===== config.mk =====
export PLATFORM = sky130hd
export DESIGN_NAME = i2c_slave_rx_flat
export DESIGN_NICKNAME = d
export VERILOG_FILES = /design/src/rtl/i2c_slave_rx_if.sv /design/src/rtl/i2c_slave_rx.sv /design/src/flat_wrapper.sv
export SDC_FILE = /design/constraint.sdc
export NUM_CORES = 1
export LEC_CHECK = 0
export BUFFER_PORTS_ARGS = -buffer_cell sky130_fd_sc_hd__clkbuf_2
export CAP_MARGIN = 20
export CORE_MARGIN = 4
export CORE_UTILIZATION = 42
export CTS_BUF_LIST = sky130_fd_sc_hd__clkbuf_4
export DETAILED_ROUTE_END_ITERATION = 12
export PLACE_DENSITY = 0.67
export SLEW_MARGIN = 15
export SYNTH_ARGS = -nofsm -noshare
export SYNTH_HDL_FRONTEND = slang
export SYNTH_SLANG_ARGS = --single-unit

===== constraint.sdc =====
create_clock -name clk -period 3.8 [get_ports clk]
set_input_delay 0.76 -clock clk [delete_from_list [all_inputs] [get_ports clk]]
set_output_delay 0.76 -clock clk [all_outputs]
set_load 0.005 [all_outputs]

===== src/rtl/i2c_slave_rx_if.sv =====
// Bus-side signal bundle for the write-only I2C target receiver.
// The slave modport is the receiver's view; the master modport is the pad/register-block side.
interface i2c_slave_rx_if;
  logic        scl_in;
  logic        sda_in;
  logic [7:0]  dev_address;
  logic        sda_drive_low;
  logic [15:0] reg_data;
  logic        data_valid;
  logic        busy;
  logic        error;
  logic [7:0]  state;
  logic [3:0]  bit_count;

  modport slave (
    input  scl_in, sda_in, dev_address,
    output sda_drive_low, reg_data, data_valid, busy, error, state, bit_count
  );

  modport master (
    output scl_in, sda_in, dev_address,
    input  sda_drive_low, reg_data, data_valid, busy, error, state, bit_count
  );
endinterface


===== src/rtl/i2c_slave_rx.sv =====
// Write-only I2C target: oversamples SCL/SDA, matches the address byte, ACKs and
// collects exactly two data bytes into a 16-bit word with a one-cycle valid strobe.
module i2c_slave_rx #(
  parameter int SYNC_STAGES = 2
) (
  input  logic          clk,
  input  logic          reset,
  i2c_slave_rx_if.slave bus
);

  typedef enum logic [2:0] {
    S_IDLE     = 3'd0,
    S_ADDR     = 3'd1,
    S_ADDR_ACK = 3'd2,
    S_DATA     = 3'd3,
    S_DATA_ACK = 3'd4,
    S_IGNORE   = 3'd5
  } state_t;

  logic [SYNC_STAGES-1:0] r_scl_sync, r_sda_sync;
  logic                   r_scl_q, r_sda_q;
  logic                   w_scl_s, w_sda_s;
  logic                   w_start, w_stop, w_scl_rise, w_scl_fall;

  state_t      r_state,     w_state_nxt;
  logic [3:0]  r_bit_count, w_bit_count_nxt;
  logic [1:0]  r_byte_idx,  w_byte_idx_nxt;
  logic [7:0]  r_shift,     w_shift_nxt;
  logic [7:0]  r_high,      w_high_nxt;
  logic [15:0] r_reg_data,  w_reg_data_nxt;
  logic        r_sda_drive_low, w_sda_drive_low_nxt;
  logic        r_data_valid,    w_data_valid_nxt;
  logic        r_busy,          w_busy_nxt;
  logic        r_error,         w_error_nxt;
  logic        w_matched;

  // Synchronizers reset to 1 (idle bus) so no phantom edge appears after reset.
  always_ff @(posedge clk or posedge reset) begin
    if (reset) begin
      r_scl_sync <= '1;
      r_sda_sync <= '1;
      r_scl_q    <= 1'b1;
      r_sda_q    <= 1'b1;
    end else begin
      // NOTE: non-blocking assignments make every flop sample the pre-edge value, which is what turns this into a shift chain.
      r_scl_sync <= {r_scl_sync[SYNC_STAGES-2:0], bus.scl_in};
      r_sda_sync <= {r_sda_sync[SYNC_STAGES-2:0], bus.sda_in};
      r_scl_q    <= w_scl_s;
      r_sda_q    <= w_sda_s;
    end
  end

  assign w_scl_s    = r_scl_sync[SYNC_STAGES-1];
  assign w_sda_s    = r_sda_sync[SYNC_STAGES-1];
  assign w_start    = w_scl_s & r_scl_q & r_sda_q & ~w_sda_s;
  assign w_stop     = w_scl_s & r_scl_q & ~r_sda_q & w_sda_s;
  assign w_scl_rise = ~r_scl_q & w_scl_s;
  assign w_scl_fall = r_scl_q & ~w_scl_s;

  // Only these states can be reached after a successful address match.
  assign w_matched = (r_state == S_ADDR_ACK) || (r_state == S_DATA) || (r_state == S_DATA_ACK);

  always_ff @(posedge clk or posedge reset) begin
    if (reset) begin
      r_state         <= S_IDLE;
      r_bit_count     <= 4'd0;
      r_byte_idx      <= 2'd0;
      r_shift         <= 8'd0;
      r_high          <= 8'd0;
      r_reg_data      <= 16'd0;
      r_sda_drive_low <= 1'b0;
      r_data_valid    <= 1'b0;
      r_busy          <= 1'b0;
      r_error         <= 1'b0;
    end else begin
      r_state         <= w_state_nxt;
      r_bit_count     <= w_bit_count_nxt;
      r_byte_idx      <= w_byte_idx_nxt;
      r_shift         <= w_shift_nxt;
      r_high          <= w_high_nxt;
      r_reg_data      <= w_reg_data_nxt;
      r_sda_drive_low <= w_sda_drive_low_nxt;
      r_data_valid    <= w_data_valid_nxt;
      r_busy          <= w_busy_nxt;
      r_error         <= w_error_nxt;
    end
  end

  always_comb begin
    // NOTE: every next-value gets a default up front so no path through the case leaves one unassigned and infers a latch.
    w_state_nxt         = r_state;
    w_bit_count_nxt     = r_bit_count;
    w_byte_idx_nxt      = r_byte_idx;
    w_shift_nxt         = r_shift;
    w_high_nxt          = r_high;
    w_reg_data_nxt      = r_reg_data;
    w_sda_drive_low_nxt = r_sda_drive_low;
    w_busy_nxt          = r_busy;
    w_data_valid_nxt    = 1'b0;
    w_error_nxt         = 1'b0;

    if (w_scl_rise && (r_state == S_ADDR || r_state == S_DATA) && r_bit_count < 4'd8) begin
      w_shift_nxt     = {r_shift[6:0], w_sda_s};
      w_bit_count_nxt = r_bit_count + 4'd1;
    end

    if (w_start || w_stop) begin
      w_sda_drive_low_nxt = 1'b0;
      if (w_matched && r_byte_idx < 2'd2) w_error_nxt = 1'b1;
      if (w_start) begin
        w_state_nxt     = S_ADDR;
        w_bit_count_nxt = 4'd0;
        w_byte_idx_nxt  = 2'd0;
        w_busy_nxt      = 1'b1;
      end else begin
        w_state_nxt = S_IDLE;
        w_busy_nxt  = 1'b0;
      end
    end else begin
      case (r_state)
        S_ADDR: begin
          if (w_scl_fall && r_bit_count == 4'd8) begin
            if (r_shift == bus.dev_address) begin
              w_sda_drive_low_nxt = 1'b1;
              w_state_nxt         = S_ADDR_ACK;
            end else begin
              w_state_nxt = S_IGNORE;
            end
          end
        end
        S_ADDR_ACK, S_DATA_ACK: begin
          if (w_scl_fall) begin
            w_sda_drive_low_nxt = 1'b0;
            w_bit_count_nxt     = 4'd0;
            w_state_nxt         = S_DATA;
          end
        end
        S_DATA: begin
          if (w_scl_fall && r_bit_count == 4'd8) begin
            case (r_byte_idx)
              2'd0: begin
                w_high_nxt          = r_shift;
                w_sda_drive_low_nxt = 1'b1;
                w_byte_idx_nxt      = 2'd1;
                w_state_nxt         = S_DATA_ACK;
              end
              2'd1: begin
                w_reg_data_nxt      = {r_high, r_shift};
                w_data_valid_nxt    = 1'b1;
                w_sda_drive_low_nxt = 1'b1;
                w_byte_idx_nxt      = 2'd2;
                w_state_nxt         = S_DATA_ACK;
              end
              default: begin
                w_error_nxt = 1'b1;
                w_state_nxt = S_IGNORE;
              end
            endcase
          end
        end
        default: ;
      endcase
    end
  end

  assign bus.sda_drive_low = r_sda_drive_low;
  assign bus.reg_data      = r_reg_data;
  assign bus.data_valid    = r_data_valid;
  assign bus.busy          = r_busy;
  assign bus.error         = r_error;
  assign bus.state         = {5'd0, r_state};
  assign bus.bit_count     = r_bit_count;

endmodule

===== src/flat_wrapper.sv =====
// flat-port wrapper written by rule: the top's interface ports become plain ports
module i2c_slave_rx_flat 
#(
  parameter int SYNC_STAGES = 2
)
  (clk, reset, bus_scl_in, bus_sda_in, bus_dev_address, bus_sda_drive_low, bus_reg_data, bus_data_valid, bus_busy, bus_error, bus_state, bus_bit_count);
  i2c_slave_rx_if bus_i ();
  input  logic clk;
  input  logic reset;
  input wire logic [$bits(bus_i.scl_in)-1:0] bus_scl_in;
  input wire logic [$bits(bus_i.sda_in)-1:0] bus_sda_in;
  input wire logic [$bits(bus_i.dev_address)-1:0] bus_dev_address;
  output wire logic [$bits(bus_i.sda_drive_low)-1:0] bus_sda_drive_low;
  output wire logic [$bits(bus_i.reg_data)-1:0] bus_reg_data;
  output wire logic [$bits(bus_i.data_valid)-1:0] bus_data_valid;
  output wire logic [$bits(bus_i.busy)-1:0] bus_busy;
  output wire logic [$bits(bus_i.error)-1:0] bus_error;
  output wire logic [$bits(bus_i.state)-1:0] bus_state;
  output wire logic [$bits(bus_i.bit_count)-1:0] bus_bit_count;
  assign bus_i.scl_in = bus_scl_in;
  assign bus_i.sda_in = bus_sda_in;
  assign bus_i.dev_address = bus_dev_address;
  assign bus_sda_drive_low = bus_i.sda_drive_low;
  assign bus_reg_data = bus_i.reg_data;
  assign bus_data_valid = bus_i.data_valid;
  assign bus_busy = bus_i.busy;
  assign bus_error = bus_i.error;
  assign bus_state = bus_i.state;
  assign bus_bit_count = bus_i.bit_count;
  i2c_slave_rx #(.SYNC_STAGES(SYNC_STAGES)) u_core (.clk(clk), .reset(reset), .bus(bus_i));
endmodule

---- After elaboration in Yosys (flattened, before gate mapping) ----
Cells that the tools add are included.
storage, ports and cells
  register bits after elaboration ......... 51
  bits of input ports ..................... 12
  output and inout bits ................... 32
  logic and storage cells ................. 97
operators by class
  add/sub/neg operators ................... 1
  order comparisons ....................... 2
  equality and inequality tests ........... 13
  muxes and demuxes ....................... 35
  bitwise operators ....................... 12
  reduce and logical (&&, ||, !) cells .... 20
operators with widths
  operator                                                                  number
  4-bit two-way mux                                                         5
  1-bit two-way mux                                                         18
  4-bit AND reduction                                                       4
  3-bit two-way mux                                                         5
  3-bit inequality test (second input constant)                             4
  3-bit one-hot mux with 3 select lines                                     1
  8-bit == test                                                             1
  2-bit two-way mux                                                         4
  1-bit AND                                                                 7
  3-bit by 2-bit == test with 1-bit output (second input constant)          2
  6-bit AND reduction                                                       1
  1-bit NOT                                                                 5
  4-bit by 1-bit adder with 4-bit output (second input constant)            1
  4-bit == test (second input constant)                                     1
  1-bit logical AND                                                         4
  1-bit logical OR                                                          4
  4-bit < comparator (second input constant)                                1
  2-bit one-hot mux with 2 select lines                                     1
  2-bit nonzero test                                                        2
  4-bit nonzero test                                                        1
  2-bit OR reduction                                                        2
  3-bit by 1-bit == test with 1-bit output (second input constant)          1
  3-bit == test (second input constant)                                     1
  3-bit by 1-bit inequality test with 1-bit output (second input constant)  1
  6 further kinds                                                           6

---- Depth between registers and ports, before layout ----
  depth after elaboration ................. 8
  mapped depth ............................ 8
  gate-level depth less buffers ........... 7

---- Worst setup path after synthesis ----
Ideal clock, no wire load.
  path kind ............................... reg2reg
  start point ............................. register u_core.r_bit_count[0] (netlist: u_core.bus.bit_count[0])
  end point ............................... register u_core.r_reg_data[0] (netlist: u_core.bus.reg_data[0])
  library setup time ...................... 0.125 ns
  arrival ................................. 1.819 ns
  data required time ...................... 3.675 ns
  slack ................................... 1.856 ns
  cell stages (with the launch flop) ...... 9
  buffers on the path ..................... 2
  clock period less this slack ............ 1.944 ns
  cells stage by stage .................... dfrtp_1 -> inv_1 -> ha_1 -> and3b_1 -> nand4_4 -> and4bb_1 -> buf_6 -> buf_12 -> mux2_4
on the way
  cells in the longest elaborated chain, start to end .. 3
ends and longest elaborated chain
  item                           RTL line             source
  start: declaration             i2c_slave_rx.sv:26   logic [3:0] r_bit_count, w_bit_count_nxt;
  start signal: assignment       i2c_slave_rx.sv:77   r_bit_count <= w_bit_count_nxt;
  4-bit == test                  i2c_slave_rx.sv:139  if (w_scl_fall && r_bit_count == 4'd8) begin
  1-bit logical AND              i2c_slave_rx.sv:139
  4-bit AND reduction (no line)  -
  end signal: assignment         i2c_slave_rx.sv:81   r_reg_data <= w_reg_data_nxt;
  end: declaration               i2c_slave_rx.sv:30   logic [15:0] r_reg_data, w_reg_data_nxt;
No other way between the ends.
A chain may end at the register's enable or synchronous reset.

---- Final worst setup path ----
  start point ............................. register u_core.r_state[2]
  end point ............................... register u_core.r_reg_data[14] (netlist: u_core.bus.reg_data[14])
on the way
  cells in the longest elaborated chain, start to end .. 2
ends and longest elaborated chain
  item                                      RTL line             source
  start: declaration                        i2c_slave_rx.sv:25   state_t r_state, w_state_nxt;
  start signal: assignment                  i2c_slave_rx.sv:76   r_state <= w_state_nxt;
  3-bit by 2-bit == test with 1-bit output  i2c_slave_rx.sv:120  case (r_state)
  4-bit AND reduction (no line)             -
No other way between the ends.

==> flow_summary.toml <==
[floorplan]
initial_core_util_pct = 43.3
die_area_sq_um = 6900
die_x_um = 83.1
num_io_pins = 44
core-area_sq_um = 5470
rows = 27
die_y_um = 83.1

[power_and_ir_drop]
power_per_cell_area_nw_per_um2 = 508
combPwrFrac_pct = 25.4
pwr-share-seq_pct = 56.6
leakage_nw = 1.32
p_int_mw = 0.882
p_total_mw = 1.34
clockPowerShare_pct = 17.9
p_sw_mw = 0.455
peakVddDrop_mv = 0.286
swShare_pct = 34.0

[worst_hold_path]
min_from = "u_core.r_scl_sync[0]"
min-delay-path-class = "reg -> reg"

[synthesis]
synth_area_sq_um = 2370
syn-mean-instance-area_sq_um = 13.2
synth_cell_types = 45
seq_area_frac_synth_pct = 54.2
ys_async_sr_fraction_pct = 100
syn_inst = 179
yosysWarnings = 0
synth_top_flop_cell = "dfrtp_1"
synth_seq_cells = 51
synth_edf_count = 0

[clock_network]
clkTransAtPathRegs_ps = 150
h-tree-depth = 2
cts_tree = "yes"
ctsHoldBuffers = 0
cts_buffer_depth = 2
cts_resized = 0
cts.sink_count = 51
clockRootBuffer = "clkbuf_4"
post_cts_buffers = 0
cts_buffers = 5
worstSkewPairLatency_ps = 360

[setup_path]
worstSetupPathType = "reg -> reg"
worstPathMaxFanout = 17
reg2reg_depth = 4
start_kind = "register"
r2r-start = "u_core.r_state[2]"
crit_start = "u_core.r_state[2]"
reg2reg_to = "u_core.bus.reg_data[14]"
cp-endpoint = "u_core.bus.reg_data[14]"
endpoint_kind = "register"
required_ps = 4060
worst_ep_arrival_time_ps = 2770
r2r_setup_slack_ps = 1290

[sta]
setup_violations = 0
max-slew-margin-rel_pct = 36.8
fmax_ghz = 0.398
grt_setup_unrepaired = "no"
drv_slew = 0
fin_ws_ps = 1290
final.setup_skew_ps = 18.4
hold_violations = 0
tightest_slew_ps = 948
min_period_over_period_pct = 66.2
tns_ps = 0
layout_min_cycle_time_ps = 2510

[global_route]
grt_pass1_vias = 1469
grt_start_max_net_pins = 52
grt_overflow_total = 0
antenna_found_initial = 0
grt_use_total_pct = 12.8
grt_pass1_wl_mm = 7.30

[finish]
n_antenna_cell = 0
fillCellCount = 520
syn_to_final_growth_pct = 11.2
nNetsFinal = 231
layout.cells.non_filler = 290
drive_gt1_share_pct = 42.2

[route]
final_antenna_net_count = 0
vias = 1453
drtIter0Drc = 124
drcViolationCount = 0
viasPerCell = 5.01
wl_per_cell_um = 14.5
first_pass_iters = 4
wl_mm = 4.22

[place]
dpl.hpwl_mm = 3.02
dp_cells = 282
io_buffer_count = 38
gp_congestion = 0.835
pre_cts_slack_ps = 1280

[outcome]
status = "complete, no violations"

[job]
timing.max_cap.violations = 0
==> flip-flops by register name, indices dropped and copies added (netlist names) <==
name / flops
u_core.bus.bit_count: 4
u_core.bus.busy: 1
u_core.bus.data_valid: 1
u_core.bus.error: 1
u_core.bus.reg_data: 16
u_core.bus.sda_drive_low: 1
u_core.r_byte_idx: 2
u_core.r_high: 8
u_core.r_scl_q: 1
u_core.r_scl_sync: 2
u_core.r_sda_q: 1
u_core.r_sda_sync: 2
u_core.r_shift: 8
u_core.r_state: 3
==> critical path, cell delays in order (launching register included) <==
cell,delay (ps)
dfrtp_1,540
and2b_4,340
nand4_4,150
and4bb_1,960
mux2_2,410
==> kinds of logic (layout without fill, tap and decap cells) <==
family	Yosys count	count (layout)	synth area share, %
and+or+nand+nor	42	42	10.8
xor gates and xnor gates	12	12	4.44
AOI/OAI and AO/OA	21	21	6.60
other	1	5	0.158
buffers and inverters	15	50	4.81
DFF	51	51	54.2
muxes	35	35	17.9
adders and majority gates	2	2	1.06
==> synth_stat cells, types with 3 or more instances <==
master	n	area, sq um
buf_2	3	15.0
buf_4	6	45.0
dfrtp_1	45	1130
dfstp_2	6	158
inv_1	3	11.3
mux2_2	23	259
mux2_4	9	135
mux2i_1	3	30.0
nand2_1	11	41.3
nand2b_1	4	25.0
nand3_1	3	15.0
nor2_1	9	33.8
xor2_1	10	87.6
==> cells in the final DEF, fill, tap and decap left out, types with 3 or more instances in the layout <==
master    count
nand2b_1      4
dfstp_2       6
clkbuf_4      6
clkbuf_2     38
mux2_4        9
conb_1        5
nand2_1      11
mux2_2       23
xor2_1       10
mux2i_1       3
nor2_1        9
dfrtp_1      45
nand3_1       3
==> metal layers <==
layer	track usage, %	part of all wire, %	routed length [um]	vias up
li1	-	-	-	703
met1	17.0	46	1940	707
met2	20.6	49	2050	39
met3	3.08	4.2	177	4
met4	4.31	1.4	57	0
met5	0	0	0	-
==> power by group through the flow <==
stage | clock (mW) | combinational, mW | sequential [mW]
2_1_floorplan | 0 | 0.291 | 0.707
3_3_place_gp | 0 | 0.331 | 0.764
3_5_place_dp | 0 | 0.339 | 0.768
4_1_cts | 0.250 | 0.342 | 0.756
5_1_grt | 0.277 | 0.383 | 0.778
6_report | 0.240 | 0.340 | 0.757
==> how the worst min path moves through the flow <==
| stage | slack [ps] | endpoint | cells after the start |
|---|---|---|---|
| 3_3_place_gp | 350 | u_core.r_sda_sync[1] | 0 |
| 4_1_cts | 370 | u_core.r_sda_sync[1] | 0 |
| 2_1_floorplan | 350 | u_core.r_scl_sync[1] | 0 |
| 3_5_place_dp | 350 | u_core.r_sda_sync[1] | 0 |
| 6_report | 360 | u_core.r_scl_sync[1] | 0 |
| 5_1_grt | 370 | u_core.r_sda_sync[1] | 0 |
==> through the flow <==
step	hold slack (ps)	util, %	area, sq um
after global routing	367	48.1	2630
after detailed placement	347	47.1	2570
after global placement	346	47.1	2570
after floorplan	345	-	2380
final	364	48.1	2630
after CTS	366	48.1	2630
==> cell type report <==
cell class | instances | area [sq um] | share of cell area (%)
Inverter | 3 | 12.5 | 0.475
Sequential cell | 51 | 1280 | 48.7
Timing Repair Buffer | 39 | 198 | 7.51
Clock buffer | 6 | 45.0 | 1.71
Tap cell | 72 | 90.1 | 3.42
Clock inverter | 2 | 12.5 | 0.475
Multi-Input combinational cell | 117 | 992 | 37.7
(Power assumes the default switching activity.)
